File: config.mk
export PLATFORM = sky130hd
export DESIGN_NAME = id_char_gen_flat
export DESIGN_NICKNAME = d
export VERILOG_FILES = /design/src/rtl/id_char_if.sv /design/src/rtl/id_char_gen.sv /design/src/flat_wrapper.sv
export SDC_FILE = /design/constraint.sdc
export NUM_CORES = 1
export LEC_CHECK = 0
export CAP_MARGIN = 30
export CORE_ASPECT_RATIO = 1.75
export CORE_UTILIZATION = 30
export CTS_BUF_LIST = sky130_fd_sc_hd__clkbuf_4 sky130_fd_sc_hd__clkbuf_8 sky130_fd_sc_hd__clkbuf_16
export CTS_CLUSTER_DIAMETER = 120
export CTS_CLUSTER_SIZE = 25
export DETAILED_ROUTE_END_ITERATION = 16
export PLACE_DENSITY = 0.53
export SKIP_LAST_GASP = 1
export SYNTH_ARGS = -nofsm -noshare
export SYNTH_HDL_FRONTEND = slang
export SYNTH_SLANG_ARGS = --single-unit
File: constraint.sdc
create_clock -name clk -period 4.77 [get_ports clk]
set_input_delay 0.477 -clock clk [delete_from_list [all_inputs] [get_ports clk]]
set_output_delay 0.477 -clock clk [all_outputs]
set_load 0.01 [all_outputs]
File: src/rtl/id_char_if.sv
// Character-stream bundle between the identifier generator and its consumer.
// It carries the request fields, the valid/ready character stream and the status pulses.
interface id_char_if #(
  parameter int LW = 4
);
  logic          start;
  logic [4:0]    let_start;
  logic [LW-1:0] let_len;
  logic [3:0]    dig_start;
  logic [LW-1:0] dig_len;
  logic [7:0]    char;
  logic          char_valid;
  logic          char_ready;
  logic          busy;
  logic          done;
  logic          err;

  modport master (
    input  start, let_start, let_len, dig_start, dig_len, char_ready,
    output char, char_valid, busy, done, err
  );

  modport slave (
    output start, let_start, let_len, dig_start, dig_len, char_ready,
    input  char, char_valid, busy, done, err
  );
endinterface

File: src/rtl/id_char_gen.sv
// Emits one ASCII identifier per request: a run of letters, then a run of digits,
// one character per valid/ready transfer. Letters wrap z->a and digits wrap 9->0.
module id_char_gen #(
  parameter int         LW        = 4,
  parameter logic [7:0] IDLE_CHAR = 8'h00
) (
  input logic      clk,
  input logic      rst_n,
  id_char_if.master bus
);
  typedef enum logic [1:0] {S_IDLE, S_LETTER, S_DIGIT, S_DONE} state_t;

  localparam logic [7:0] ASCII_A = 8'h61;
  localparam logic [7:0] ASCII_0 = 8'h30;

  state_t        state_q;
  logic [4:0]    let_idx_q, let_idx_d;
  logic [3:0]    dig_val_q, dig_val_d;
  logic [LW-1:0] let_rem_q, dig_rem_q;
  logic [7:0]    char_q;
  logic          valid_q, busy_q, done_q, err_q;
  logic          accept, req_bad;

  function automatic logic [7:0] let_char(input logic [4:0] idx);
    return ASCII_A + {3'b000, idx};
  endfunction

  function automatic logic [7:0] dig_char(input logic [3:0] val);
    return ASCII_0 + {4'b0000, val};
  endfunction

  assign accept    = valid_q && bus.char_ready;
  assign let_idx_d = (let_idx_q == 5'd25) ? 5'd0 : let_idx_q + 5'd1;
  assign dig_val_d = (dig_val_q == 4'd9)  ? 4'd0 : dig_val_q + 4'd1;
  assign req_bad   = (bus.let_len == '0) || (bus.let_start > 5'd25) || (bus.dig_start > 4'd9);

  always_ff @(posedge clk or negedge rst_n) begin
    if (!rst_n) begin
      state_q   <= S_IDLE;
      let_idx_q <= '0;
      dig_val_q <= '0;
      let_rem_q <= '0;
      dig_rem_q <= '0;
      char_q    <= IDLE_CHAR;
      valid_q   <= 1'b0;
      busy_q    <= 1'b0;
      done_q    <= 1'b0;
      err_q     <= 1'b0;
    end else begin
      done_q <= 1'b0;
      err_q  <= 1'b0;
      case (state_q)
        S_IDLE: begin
          if (bus.start) begin
            if (req_bad) begin
              err_q <= 1'b1;
            end else begin
              state_q   <= S_LETTER;
              let_idx_q <= bus.let_start;
              let_rem_q <= bus.let_len;
              dig_val_q <= bus.dig_start;
              dig_rem_q <= bus.dig_len;
              char_q    <= let_char(bus.let_start);
              valid_q   <= 1'b1;
              busy_q    <= 1'b1;
            end
          end
        end
        S_LETTER: begin
          if (accept) begin
            if (let_rem_q == LW'(1)) begin
              let_rem_q <= '0;
              if (dig_rem_q != '0) begin
                state_q <= S_DIGIT;
                char_q  <= dig_char(dig_val_q);
              end else begin
                state_q <= S_DONE;
                char_q  <= IDLE_CHAR;
                valid_q <= 1'b0;
                done_q  <= 1'b1;
              end
            end else begin
              let_rem_q <= let_rem_q - LW'(1);
              let_idx_q <= let_idx_d;
              char_q    <= let_char(let_idx_d);
            end
          end
        end
        S_DIGIT: begin
          if (accept) begin
            if (dig_rem_q == LW'(1)) begin
              dig_rem_q <= '0;
              state_q   <= S_DONE;
              char_q    <= IDLE_CHAR;
              valid_q   <= 1'b0;
              done_q    <= 1'b1;
            end else begin
              dig_rem_q <= dig_rem_q - LW'(1);
              dig_val_q <= dig_val_d;
              char_q    <= dig_char(dig_val_d);
            end
          end
        end
        S_DONE: begin
          // A start arriving here is deliberately dropped; IDLE is the only sampling state.
          state_q <= S_IDLE;
          busy_q  <= 1'b0;
        end
        default: begin
          state_q <= S_IDLE;
          char_q  <= IDLE_CHAR;
          valid_q <= 1'b0;
          busy_q  <= 1'b0;
        end
      endcase
    end
  end

  assign bus.char       = char_q;
  assign bus.char_valid = valid_q;
  assign bus.busy       = busy_q;
  assign bus.done       = done_q;
  assign bus.err        = err_q;
endmodule

File: src/flat_wrapper.sv
// flat-port wrapper written by rule: the top's interface ports become plain ports
module id_char_gen_flat 
#(
  parameter int         LW        = 4,
  parameter logic [7:0] IDLE_CHAR = 8'h00
)
  (clk, rst_n, bus_start, bus_let_start, bus_let_len, bus_dig_start, bus_dig_len, bus_char_ready, bus_char, bus_char_valid, bus_busy, bus_done, bus_err);
  id_char_if #(.LW(LW)) bus_i ();
  input logic clk;
  input logic rst_n;
  input wire logic [$bits(bus_i.start)-1:0] bus_start;
  input wire logic [$bits(bus_i.let_start)-1:0] bus_let_start;
  input wire logic [$bits(bus_i.let_len)-1:0] bus_let_len;
  input wire logic [$bits(bus_i.dig_start)-1:0] bus_dig_start;
  input wire logic [$bits(bus_i.dig_len)-1:0] bus_dig_len;
  input wire logic [$bits(bus_i.char_ready)-1:0] bus_char_ready;
  output wire logic [$bits(bus_i.char)-1:0] bus_char;
  output wire logic [$bits(bus_i.char_valid)-1:0] bus_char_valid;
  output wire logic [$bits(bus_i.busy)-1:0] bus_busy;
  output wire logic [$bits(bus_i.done)-1:0] bus_done;
  output wire logic [$bits(bus_i.err)-1:0] bus_err;
  assign bus_i.start = bus_start;
  assign bus_i.let_start = bus_let_start;
  assign bus_i.let_len = bus_let_len;
  assign bus_i.dig_start = bus_dig_start;
  assign bus_i.dig_len = bus_dig_len;
  assign bus_i.char_ready = bus_char_ready;
  assign bus_char = bus_i.char;
  assign bus_char_valid = bus_i.char_valid;
  assign bus_busy = bus_i.busy;
  assign bus_done = bus_i.done;
  assign bus_err = bus_i.err;
  id_char_gen #(.LW(LW), .IDLE_CHAR(IDLE_CHAR)) u_core (.clk(clk), .rst_n(rst_n), .bus(bus_i));
endmodule
==> impl_metrics.py <==
metrics = {
    "yosys": {
        "synth_edf_count": 0,
        "synth-main-ff-cell": "dfrtp_1",
        "syn_area_um2": 2360,
        "yosys_warnings": 0,
        "async_flop_share": 1.00,
        "synthDistinctLibCells": 62,
        "syn_area_per_cell_um2": 8.37,
        "synth_area_leader_cell": "dfrtp_1",
        "ys_ff_latch": 31,
        "synth_top_area_frac": 0.329,
        "seq_area_frac_synth": 0.329,
        "syn-num-nets": 318,
        "synth_cells": 282,
        "yosysMostFrequentCell": "o21ai_0",
        "netlist_top_cells_area": "dfrtp_1, o21ai_0, ha_1",
        "synth.top_cells.by_count": "o21ai_0, nand2_1, dfrtp_1",
    },
    "worst_setup_path": {
        "cp_num_buf_inv": 2,
        "worstPathRequired_ns": 4.93,
        "cp_slowest_stage_delay_ns": 0.48,
        "critPathMaxFanout": 18,
        "crit_path_start_kind": "flip-flop",
        "arrival_ns": 2.77,
        "cp_top_family": "simple AND/OR/NAND/NOR gates",
        "end_kind": "flip-flop",
        "path_class": "flip-flop to flip-flop",
        "worstPathCellList": "inv_1, ha_1, inv_2, nor2_2, a31oi_2, nor2_4, mux2_2",
        "cp_slowest_cell": "ha_1",
    },
    "place": {
        "io_buffers": 32,
        "place_area_um2": 2730,
        "routabilityCongestion": 0.805,
        "post-place-cells": 391,
        "hpwl_um": 4800,
    },
    "route": {
        "wl_per_cell_um": 15.7,
        "drt-total-wl_um": 6250,
        "drt_iter0_drc": 115,
        "drtAntennaViolNets": 0,
        "drc": 0,
        "drt_pass1_iterations": 4,
        "vias_per_cell": 5.31,
        "vias": 2120,
    },
    "final_layout": {
        "seq_area_um2": 776,
        "final_cell_area_um2": 2900,
        "fill_cells": 811,
        "instances_no_fill": 399,
        "layout.nets": 346,
        "final_util": 0.384,
        "multi_input_area_um2": 1450,
        "area_delta_synth_final_pct": 23.1,
        "num_antenna_cells": 0,
        "drive_gt1_frac": 0.0868,
    },
    "floorplan": {
        "ios": 33,
        "die_w_um": 69.0,
        "rows": 42,
        "die-area_um2": 8240,
        "die_y_um": 119,
        "coreArea_um2": 7570,
        "initial_core_util": 0.312,
    },
    "power": {
        "swShare": 0.464,
        "pwr_density_cell_nw_per_um2": 763,
        "p_leak_nw": 1.21,
        "switching_power_mw": 1.03,
        "pwr-share-comb": 0.581,
        "power_mw": 2.22,
        "vdd_ir_drop_max_v": 0.000393,
        "power.share.clock": 0.172,
        "p_seq_frac": 0.248,
        "p_int_mw": 1.19,
    },
    "cts": {
        "insertion_delay_ns": 0.28,
        "clk_pin_slew_ns": 0.06,
        "cts_sinks": 31,
        "cts_made_buffers": 5,
        "cts-htree-levels": 2,
        "cts_setup_buffers": 0,
        "cts_tree": "done",
        "clockBufferDepth": 2,
        "ctsHoldBuffers": 0,
        "ctsResizeCount": 0,
        "cts-root-buf": "clkbuf_16",
    },
    "timing": {
        "finalHoldViolCount": 0,
        "timing.final.crit_share": 0.548,
        "rsz0062_at_grt": "false",
        "max_freq_mhz": 383,
        "final.setup.tns_ns": 0,
        "setup_viol": 0,
        "skew_ns": 0.00407,
        "tightest_slew_ns": 0.725,
        "min_period_ns": 2.61,
        "maxSlewViolCount": 0,
        "slew_headroom": 0.517,
    },
    "global_route": {
        "grt_overflow_total": 0,
        "grt_usage": 0.161,
        "grt_use_met1": 0.171,
        "grt_pass1_vias": 2111,
        "antenna_found_initial": 0,
        "use_met2": 0.306,
        "grt_max_degree": 32,
        "grt_busiest_layer": "met2",
        "global_route.usage.met3": 0.0169,
        "grt_pass1_wl_um": 10500,
    },
    "hold_path": {
        "hold_path_class": "flip-flop to flip-flop",
    },
    "status": {
        "status": "finished clean",
    },
    "flow_run": {
        "drv_cap": 0,
    },
}
-- cell families (layout without fill, tap and decap cells) --
group / count (synthesis) / in the layout / share of synthesized area
compound gates: 96 / 96 / 0.263
simple gates: 100 / 100 / 0.230
flops: 31 / 31 / 0.329
fa+ha+maj: 15 / 15 / 0.0795
mux: 4 / 4 / 0.0175
buf+inv: 29 / 58 / 0.0557
xor+xnor: 7 / 7 / 0.0260
-- flip-flops by register name, summed over array words and instances (netlist names), 2 cells and up --
signal	count
u_core.dig_rem_q	4
u_core.state_q	2
u_core.dig_val_q	4
u_core.bus.char	8
u_core.let_rem_q	4
u_core.let_idx_q	5
-- path summary, 6_finish.rpt --
check | startpoint | end | slack (ns) | depth (start not counted)
hold reg to reg | u_core.bus.char[5] | u_core.bus.char[5] | 0.49 | 2
min in group asynchronous | rst_n | u_core.let_idx_q[3] | 0.60 | 2
setup reg to reg | u_core.state_q[1] | u_core.let_idx_q[4] | 2.16 | 7
max in group asynchronous | rst_n | u_core.let_idx_q[2] | 3.87 | 2
setup / recovery | u_core.state_q[1] | u_core.let_idx_q[4] | 2.16 | 7
hold / removal | u_core.bus.char[5] | u_core.bus.char[5] | 0.49 | 2
-- layer usage --
layer  share of wire  wire length [um]  vias to the layer above
li1                -                 -                     1073
met1            0.40              2530                     1010
met2            0.55              3440                       26
met3           0.014                89                       11
met4           0.031               195                        0
met5               0                 0                        -
-- layout by cell type (no fill, tap or decap), drive strengths merged, types with 4 or more instances in the layout --
master | netlist | layout
clkdlybuf4s50 | 0 | 32
nand2 | 36 | 36
nand3 | 7 | 7
a31oi | 7 | 7
nor3 | 4 | 4
and4b | 4 | 4
o21ai | 45 | 45
a21oi | 17 | 17
dfrtp | 31 | 31
ha | 15 | 15
nor2 | 22 | 22
inv | 17 | 17
o31ai | 4 | 4
xnor2 | 6 | 6
clkbuf | 6 | 6
o211ai | 4 | 4
-- power by group through the flow --
| stage | logic, mW | clock network [mW] | registers [mW] |
|---|---|---|---|
| 2_1_floorplan | 0.977 | 0 | 0.515 |
| 3_3_place_gp | 1.29 | 0 | 0.553 |
| 3_5_place_dp | 1.29 | 0 | 0.553 |
| 4_1_cts | 1.30 | 0.384 | 0.550 |
| 5_1_grt | 1.45 | 0.394 | 0.571 |
| 6_report | 1.29 | 0.380 | 0.549 |
-- layout make-up --
class	count	area share
Clock buffer	6	0.0478
Inverter	17	0.0220
Clock inverter	2	0.0121
Timing Repair Buffer	33	0.113
Multi-Input combinational cell	222	0.500
Sequential cell	31	0.267
Tap cell	88	0.0379
-- worst min-delay path, cell delays in order, from the launching register on --
cell,delay (ns)
dfrtp_1,0.34
nand2_1,0.04
o21ai_0,0.06
-- stage by stage --
stage | hold WS [ns] | setup slack, ns
after floorplan | 0.181 | 2.89
after global placement | 0.474 | 2.05
after detailed placement | 0.479 | 1.99
after CTS | 0.491 | 2.17
after global routing | 0.516 | 1.99
final | 0.487 | 2.16
No activity file was read; power rests on OpenSTA's default activity.
